--- src/rtl/mem_arbiter_if.sv ---
// Request/RAM bundle for mem_arbiter: fetch port, data port, RAM side and
// sticky error flags. The arbiter takes the slave modport; the
// requesters plus the RAM model together act as master.
interface mem_arbiter_if #(
    parameter int ADDR_W = 32,
    parameter int DATA_W = 32
);
    logic              iREN;
    logic [ADDR_W-1:0] iaddr;
    logic              iwait;
    logic [DATA_W-1:0] iload;

    logic              dREN;
    logic              dWEN;
    logic [ADDR_W-1:0] daddr;
    logic [DATA_W-1:0] dstore;
    logic              dwait;
    logic [DATA_W-1:0] dload;

    logic              ramREN;
    logic              ramWEN;
    logic [ADDR_W-1:0] ramaddr;
    logic [DATA_W-1:0] ramstore;
    logic [DATA_W-1:0] ramload;
    logic              ramready;

    logic              timeout_err;
    logic              req_err;

    modport slave (
        input  iREN, iaddr, dREN, dWEN, daddr, dstore, ramload, ramready,
        output iwait, iload, dwait, dload,
        output ramREN, ramWEN, ramaddr, ramstore,
        output timeout_err, req_err
    );

    modport master (
        output iREN, iaddr, dREN, dWEN, daddr, dstore, ramload, ramready,
        input  iwait, iload, dwait, dload,
        input  ramREN, ramWEN, ramaddr, ramstore,
        input  timeout_err, req_err
    );
endinterface

--- src/rtl/mem_arbiter.sv ---
// Single-port RAM arbiter between instruction fetch and data load/store.
// Data wins by default; a streak counter forces a fetch grant after
// MAX_DSTREAK consecutive data grants taken while a fetch was waiting.
// A per-access watchdog aborts a grant the RAM never answers.
//
// state  | meaning
// IDLE   | no access in flight; arbitrate pending requests
// IFETCH | fetch address on the RAM, waiting for ramready
// DACC   | data read or write on the RAM, waiting for ramready
module mem_arbiter #(
    parameter int ADDR_W      = 32,
    parameter int DATA_W      = 32,
    parameter int MAX_DSTREAK = 4,
    parameter int TIMEOUT     = 64
) (
    input  logic          CLK,
    input  logic          nRST,
    mem_arbiter_if.slave  bus
);

    localparam int DSW = $clog2(MAX_DSTREAK + 1);
    localparam int TW  = $clog2(TIMEOUT);
    localparam logic [DSW-1:0] DS_MAX = DSW'(MAX_DSTREAK);
    localparam logic [TW-1:0]  T_LAST = TW'(TIMEOUT - 1);

    typedef enum logic [1:0] {
        IDLE   = 2'd0,
        IFETCH = 2'd1,
        DACC   = 2'd2
    } state_t;

    state_t         state_q, state_d;
    logic [DSW-1:0] dstreak_q, dstreak_d;
    logic [TW-1:0]  tcnt_q, tcnt_d;
    logic           dop_rd_q, dop_rd_d;
    logic           terr_q, terr_d;
    logic           rerr_q, rerr_d;

    logic              dreq;
    logic              held;
    logic              ram_ren;
    logic              ram_wen;
    logic [ADDR_W-1:0] ram_addr;
    logic [DATA_W-1:0] ram_store;

    assign dreq = bus.dREN | bus.dWEN;

    // State and bookkeeping registers; async reset clears any access in flight.
    always_ff @(posedge CLK or posedge nRST) begin
        if (nRST) begin
            state_q   <= IDLE;
            dstreak_q <= '0;
            tcnt_q    <= '0;
            dop_rd_q  <= 1'b0;
            terr_q    <= 1'b0;
            rerr_q    <= 1'b0;
        end else begin
            state_q   <= state_d;
            dstreak_q <= dstreak_d;
            tcnt_q    <= tcnt_d;
            dop_rd_q  <= dop_rd_d;
            terr_q    <= terr_d;
            rerr_q    <= rerr_d;
        end
    end

    // Next-state: arbitration in IDLE, completion/abort/watchdog in grant states.
    always_comb begin
        state_d   = state_q;
        dstreak_d = dstreak_q;
        tcnt_d    = tcnt_q;
        dop_rd_d  = dop_rd_q;
        terr_d    = terr_q;
        rerr_d    = rerr_q;
        held      = 1'b0;

        case (state_q)
            IDLE: begin
                tcnt_d = '0;
                if (bus.dREN && bus.dWEN) begin
                    rerr_d = 1'b1;
                end
                if (dreq && !(bus.iREN && dstreak_q == DS_MAX)) begin
                    state_d  = DACC;
                    // both strobes high resolves to a write
                    dop_rd_d = bus.dREN & ~bus.dWEN;
                    // this branch is unreachable with dstreak at DS_MAX and
                    // iREN high, so the increment cannot pass the limit
                    if (bus.iREN) begin
                        dstreak_d = dstreak_q + DSW'(1);
                    end
                end else if (bus.iREN) begin
                    state_d   = IFETCH;
                    dstreak_d = '0;
                end
            end

            IFETCH, DACC: begin
                held = (state_q == IFETCH) ? bus.iREN : dreq;
                if (bus.ramready || !held) begin
                    state_d = IDLE;
                    tcnt_d  = '0;
                end else if (tcnt_q == T_LAST) begin
                    state_d = IDLE;
                    tcnt_d  = '0;
                    terr_d  = 1'b1;
                end else begin
                    tcnt_d = tcnt_q + TW'(1);
                end
            end

            default: begin
                state_d = IDLE;
                tcnt_d  = '0;
            end
        endcase
    end

    // RAM strobes, address and write data decoded from the granted port.
    always_comb begin
        ram_ren   = 1'b0;
        ram_wen   = 1'b0;
        ram_addr  = '0;
        ram_store = '0;
        case (state_q)
            IFETCH: begin
                ram_ren  = 1'b1;
                ram_addr = bus.iaddr;
            end
            DACC: begin
                ram_ren   = dop_rd_q;
                ram_wen   = ~dop_rd_q;
                ram_addr  = bus.daddr;
                ram_store = bus.dstore;
            end
            default: begin
                ram_ren = 1'b0;
            end
        endcase
    end

    assign bus.ramREN   = ram_ren;
    assign bus.ramWEN   = ram_wen;
    assign bus.ramaddr  = ram_addr;
    assign bus.ramstore = ram_store;

    assign bus.iwait = bus.iREN & ~((state_q == IFETCH) & bus.ramready);
    assign bus.dwait = dreq & ~((state_q == DACC) & bus.ramready);
    assign bus.iload = bus.ramload;
    assign bus.dload = bus.ramload;

    assign bus.timeout_err = terr_q;
    assign bus.req_err     = rerr_q;

endmodule

--- src/flat_wrapper.sv ---
// flat-port wrapper written by rule: the top's interface ports become plain ports
module mem_arbiter_flat 
#(
    parameter int ADDR_W      = 32,
    parameter int DATA_W      = 32,
    parameter int MAX_DSTREAK = 4,
    parameter int TIMEOUT     = 64
)
  (CLK, nRST, bus_iREN, bus_iaddr, bus_dREN, bus_dWEN, bus_daddr, bus_dstore, bus_ramload, bus_ramready, bus_iwait, bus_iload, bus_dwait, bus_dload, bus_ramREN, bus_ramWEN, bus_ramaddr, bus_ramstore, bus_timeout_err, bus_req_err);
  mem_arbiter_if #(.ADDR_W(ADDR_W), .DATA_W(DATA_W)) bus_i ();
  input  logic CLK;
  input  logic nRST;
  input wire logic [$bits(bus_i.iREN)-1:0] bus_iREN;
  input wire logic [$bits(bus_i.iaddr)-1:0] bus_iaddr;
  input wire logic [$bits(bus_i.dREN)-1:0] bus_dREN;
  input wire logic [$bits(bus_i.dWEN)-1:0] bus_dWEN;
  input wire logic [$bits(bus_i.daddr)-1:0] bus_daddr;
  input wire logic [$bits(bus_i.dstore)-1:0] bus_dstore;
  input wire logic [$bits(bus_i.ramload)-1:0] bus_ramload;
  input wire logic [$bits(bus_i.ramready)-1:0] bus_ramready;
  output wire logic [$bits(bus_i.iwait)-1:0] bus_iwait;
  output wire logic [$bits(bus_i.iload)-1:0] bus_iload;
  output wire logic [$bits(bus_i.dwait)-1:0] bus_dwait;
  output wire logic [$bits(bus_i.dload)-1:0] bus_dload;
  output wire logic [$bits(bus_i.ramREN)-1:0] bus_ramREN;
  output wire logic [$bits(bus_i.ramWEN)-1:0] bus_ramWEN;
  output wire logic [$bits(bus_i.ramaddr)-1:0] bus_ramaddr;
  output wire logic [$bits(bus_i.ramstore)-1:0] bus_ramstore;
  output wire logic [$bits(bus_i.timeout_err)-1:0] bus_timeout_err;
  output wire logic [$bits(bus_i.req_err)-1:0] bus_req_err;
  assign bus_i.iREN = bus_iREN;
  assign bus_i.iaddr = bus_iaddr;
  assign bus_i.dREN = bus_dREN;
  assign bus_i.dWEN = bus_dWEN;
  assign bus_i.daddr = bus_daddr;
  assign bus_i.dstore = bus_dstore;
  assign bus_i.ramload = bus_ramload;
  assign bus_i.ramready = bus_ramready;
  assign bus_iwait = bus_i.iwait;
  assign bus_iload = bus_i.iload;
  assign bus_dwait = bus_i.dwait;
  assign bus_dload = bus_i.dload;
  assign bus_ramREN = bus_i.ramREN;
  assign bus_ramWEN = bus_i.ramWEN;
  assign bus_ramaddr = bus_i.ramaddr;
  assign bus_ramstore = bus_i.ramstore;
  assign bus_timeout_err = bus_i.timeout_err;
  assign bus_req_err = bus_i.req_err;
  mem_arbiter #(.ADDR_W(ADDR_W), .DATA_W(DATA_W), .MAX_DSTREAK(MAX_DSTREAK), .TIMEOUT(TIMEOUT)) u_core (.CLK(CLK), .nRST(nRST), .bus(bus_i));
endmodule
--- config.mk ---
export PLATFORM = sky130hd
export DESIGN_NAME = mem_arbiter_flat
export DESIGN_NICKNAME = d
export VERILOG_FILES = /design/src/rtl/mem_arbiter_if.sv /design/src/rtl/mem_arbiter.sv /design/src/flat_wrapper.sv
export SDC_FILE = /design/constraint.sdc
export NUM_CORES = 1
export LEC_CHECK = 0
export CAP_MARGIN = 40
export CORE_AREA = 2 2 104 106
export DETAILED_ROUTE_END_ITERATION = 12
export DIE_AREA = 0 0 106 108
export PLACE_DENSITY = 0.62
export SETUP_SLACK_MARGIN = 0.5
export SYNTH_ARGS = -nofsm -noshare
export SYNTH_HDL_FRONTEND = slang
export SYNTH_SLANG_ARGS = --single-unit
--- constraint.sdc ---
create_clock -name CLK -period 6.5 [get_ports CLK]
set_clock_uncertainty 0.05 [all_clocks]
set_input_delay 1.3 -clock CLK [delete_from_list [all_inputs] [get_ports CLK]]
set_output_delay 1.3 -clock CLK [all_outputs]
set_load 0.02 [all_outputs]
==> summary.md <==
| Metric | Value |
|---|---|
| GP Congestion | `~0.7` |
| Critical path endpoint | `bus_iwait` |
| Top-area cell type share of the netlist area | `0.250` |
| Max IR drop VDD | `about 250 uV` |
| Initial antenna violation count | `0` |
| Final Critical Period | `about 4100 ps` |
| Synth warn | `0` |
| Post-synth EDFFs | `0` |
| Max_slew headroom | `0.536` |
| Final period util | `0.624` |
| Crit path from | `bus_iREN` |
| Post-synthesis sequential area ratio | `0.183` |
| Post-route ant nets | `0` |
| Setup CP Type | `input pin to output port` |
| Final net count | `492` |
| Top-count cell post-synth | `buf_4` |
| Unrepaired setup endpoints after global routing | `false` |
| Mean area per synthesized cell | `approximately 7.6 sq um` |
| Global Route Usage Sum | `0.115` |
| Layout fillers | `between 1000 and 1500` |
| Area delta synth->final | `73.9%` |
| Total number of vias | `1963` |
| Vias in the first global route | `between 1500 and 2000` |
| Worst-path clk slew | `around 50 ps` |
| FF+latch count, synth | `14` |
| WHS | `408 ps` |
| Tightest Hold Check Type | `flip-flop to flip-flop` |
| Distinct cells, synth | `27` |
| Row Count | `37` |
| H-Tree Depth | `1` |
| Initial Utilization | `0.187` |
| Proportion of layout cells with a drive suffix above 1 | `0.0229` |
| Core area | `0.0102 sq mm` |
| Wire per inst | `about 16 um` |
| Routed wire length | `7550 um` |
| Avg Vias per Cell | `roughly 4.0` |
| Critical path endpoint category | `output port` |
| Mapped Nets | `about 390` |
| Clock sinks | `14` |
| Final Max Slew Viols | `0` |
| Type of origin of the critical path | `input pin` |
| Setup total negative slack | `0 ps` |
| Max-Cap Viols | `0` |
| Register Area | `approximately 350 sq um` |
| Multi-input gate area | `986 sq um` |
| Metal2 WL | `3920 um` |
| Mapped cell area | `approximately 0.0019 sq mm` |
| Boundary pin count | `around 270` |
| Total congestion overflow | `0` |
| R2r startpoint | `u_core.state_q[1]` |
| DRC violations left | `0` |
| Largest net degree at the start of global routing | `48` |
| Data required, critical path | `slightly above 5000 ps` |
| Min-delay src | `u_core.tcnt_q[0]` |
| Final Hold Fails | `0` |
| CTS tree | `built` |
| Top sig layer | `met4` |
| Synth cell count leaders | `buf_4, nor2b_1, a22oi_1, and2_1, dfrtp_1` |
| Post-synthesis cell count | `253` |
| Hold buffers post-CTS | `0` |
| CP Data Arrival Time | `approximately 2700 ps` |
| Worst reg2reg path depth | `7` |
| Ys async rst share | `1.00` |
| Met3 WL post-DR | `a little over 700 um` |
| Largest cells by area after synthesis | `buf_4, dfrtp_1, a22oi_1, nor2b_1, and2_1` |
| Post-cts gate resize count | `0` |
| DIE AREA | `0.0114 sq mm` |
| Synth Flop Type | `dfrtp_1` |
| Worst skew pair latency | `around 250 ps` |
| Reg2reg end | `u_core.state_q[1]` |
| Initial DRC Count | `110` |
| Cell taking the most area after synthesis | `buf_4` |
| Num CTS Buffers | `3` |
| Die Y-Extent | `108 um` |
| R2r setup slk | `about 3600 ps` |
| First-pass GRT wire length | `10700 um` |
| CTS max path bufs | `2` |
| Worst Tran Pin Value | `between 600 and 700 ps` |
| Metal1 wirelength | `around 2900 um` |
| Pwr per Cell Area | `between 300 and 400 mW/mm^2` |
| DRT Pass-1 Iters | `4` |
| Status | `completed` |
| Setup bufs post-CTS | `0` |
| Lkg Pwr | `about 0.0012 uW` |
| # diodes | `0` |
| Fmax | `around 250 MHz` |
| Post-DP HPWL | `about 6100 um` |
| Critical Path Fanout Max | `7` |
| CTS root buf | `clkbuf_8` |
| Die span in x | `106 um` |
| Setup violators final | `0` |
| IO buf count | `approximately 170` |
## report_power, final
group          internal (uW)  leakage, uW  total (uW)  switching (uW)
Clock                   41.1    0.0000216        71.4            30.4
Sequential               108     0.000174         125            16.7
Combinational            526      0.00103        1070             546
Total                    675      0.00122        1270             593
## kinds of logic after synthesis
family,synth area share
AO/OA/AOI/OAI,0.178
flip-flops,0.183
XOR/XNOR,0.0183
adder cells (fa/ha/maj),0.0391
AND/OR/NAND/NOR,0.277
buffers and inverters,0.305
## how the worst min path moves through the flow
stage	slack [ps]	cells after the start	to
2_1_floorplan	380	1	u_core.tcnt_q[0]
3_3_place_gp	410	1	u_core.tcnt_q[0]
3_5_place_dp	410	1	u_core.tcnt_q[0]
4_1_cts	420	1	u_core.tcnt_q[0]
5_1_grt	440	1	u_core.tcnt_q[0]
6_report	410	1	u_core.tcnt_q[0]
## critical path: stages
cell,delay (ps)
clkdlybuf4s50_1,580
a21boi_0,200
clkdlybuf4s50_1,620
## layout make-up
class                      count  area share
clock buffer                   3      0.0124
inverter                       9      0.0101
sequential                    14       0.105
timing repair buffer         174       0.526
multi-input combinational    150       0.296
tap                          136      0.0510
## per-layer routing
layer  global-route usage  vias to the layer above
li1                     -                      966
met3               0.0350                        5
met1                0.128                      866
met5                    0                        -
met2                0.218                      126
met4               0.0207                        0
## sequential cells by signal, summed over array words and instances, names as in the netlist
| name | count |
|---|---|
| u_core.bus.req_err | 1 |
| u_core.state_q | 2 |
| u_core.dop_rd_q | 1 |
| u_core.tcnt_q | 6 |
| u_core.dstreak_q | 3 |
| u_core.bus.timeout_err | 1 |
## placed cells by master (no fill, tap or decap), types with 2 or more instances in the layout
master and count:
o21ai_0 4, clkdlybuf4s50_1 171, a21oi_1 3, a31oi_1 2
nand3_1 5, nor3_1 3, nor2b_1 35, and2_1 32
xor2_1 2, ha_1 5, a22oi_1 33, inv_1 9
nor2_1 10, xnor2_1 2, dfrtp_1 14, nand2_1 5
clkbuf_8 3
## metrics by stage
stage | power (uW) | instance area [sq um] | util | cells | setup WS (ps)
after floorplan | 777 | 1920 | - | 253 | 3340
after global placement | 1170 | 3260 | 0.319 | 481 | 2420
after detailed placement | 1210 | 3290 | 0.322 | 483 | 2450
after CTS | 1290 | 3340 | 0.326 | 486 | 2400
after global routing | 1360 | 3340 | 0.326 | 486 | 2200
final | 1270 | 3340 | 0.326 | 486 | 2440
Power figures use the tool's default switching activity.
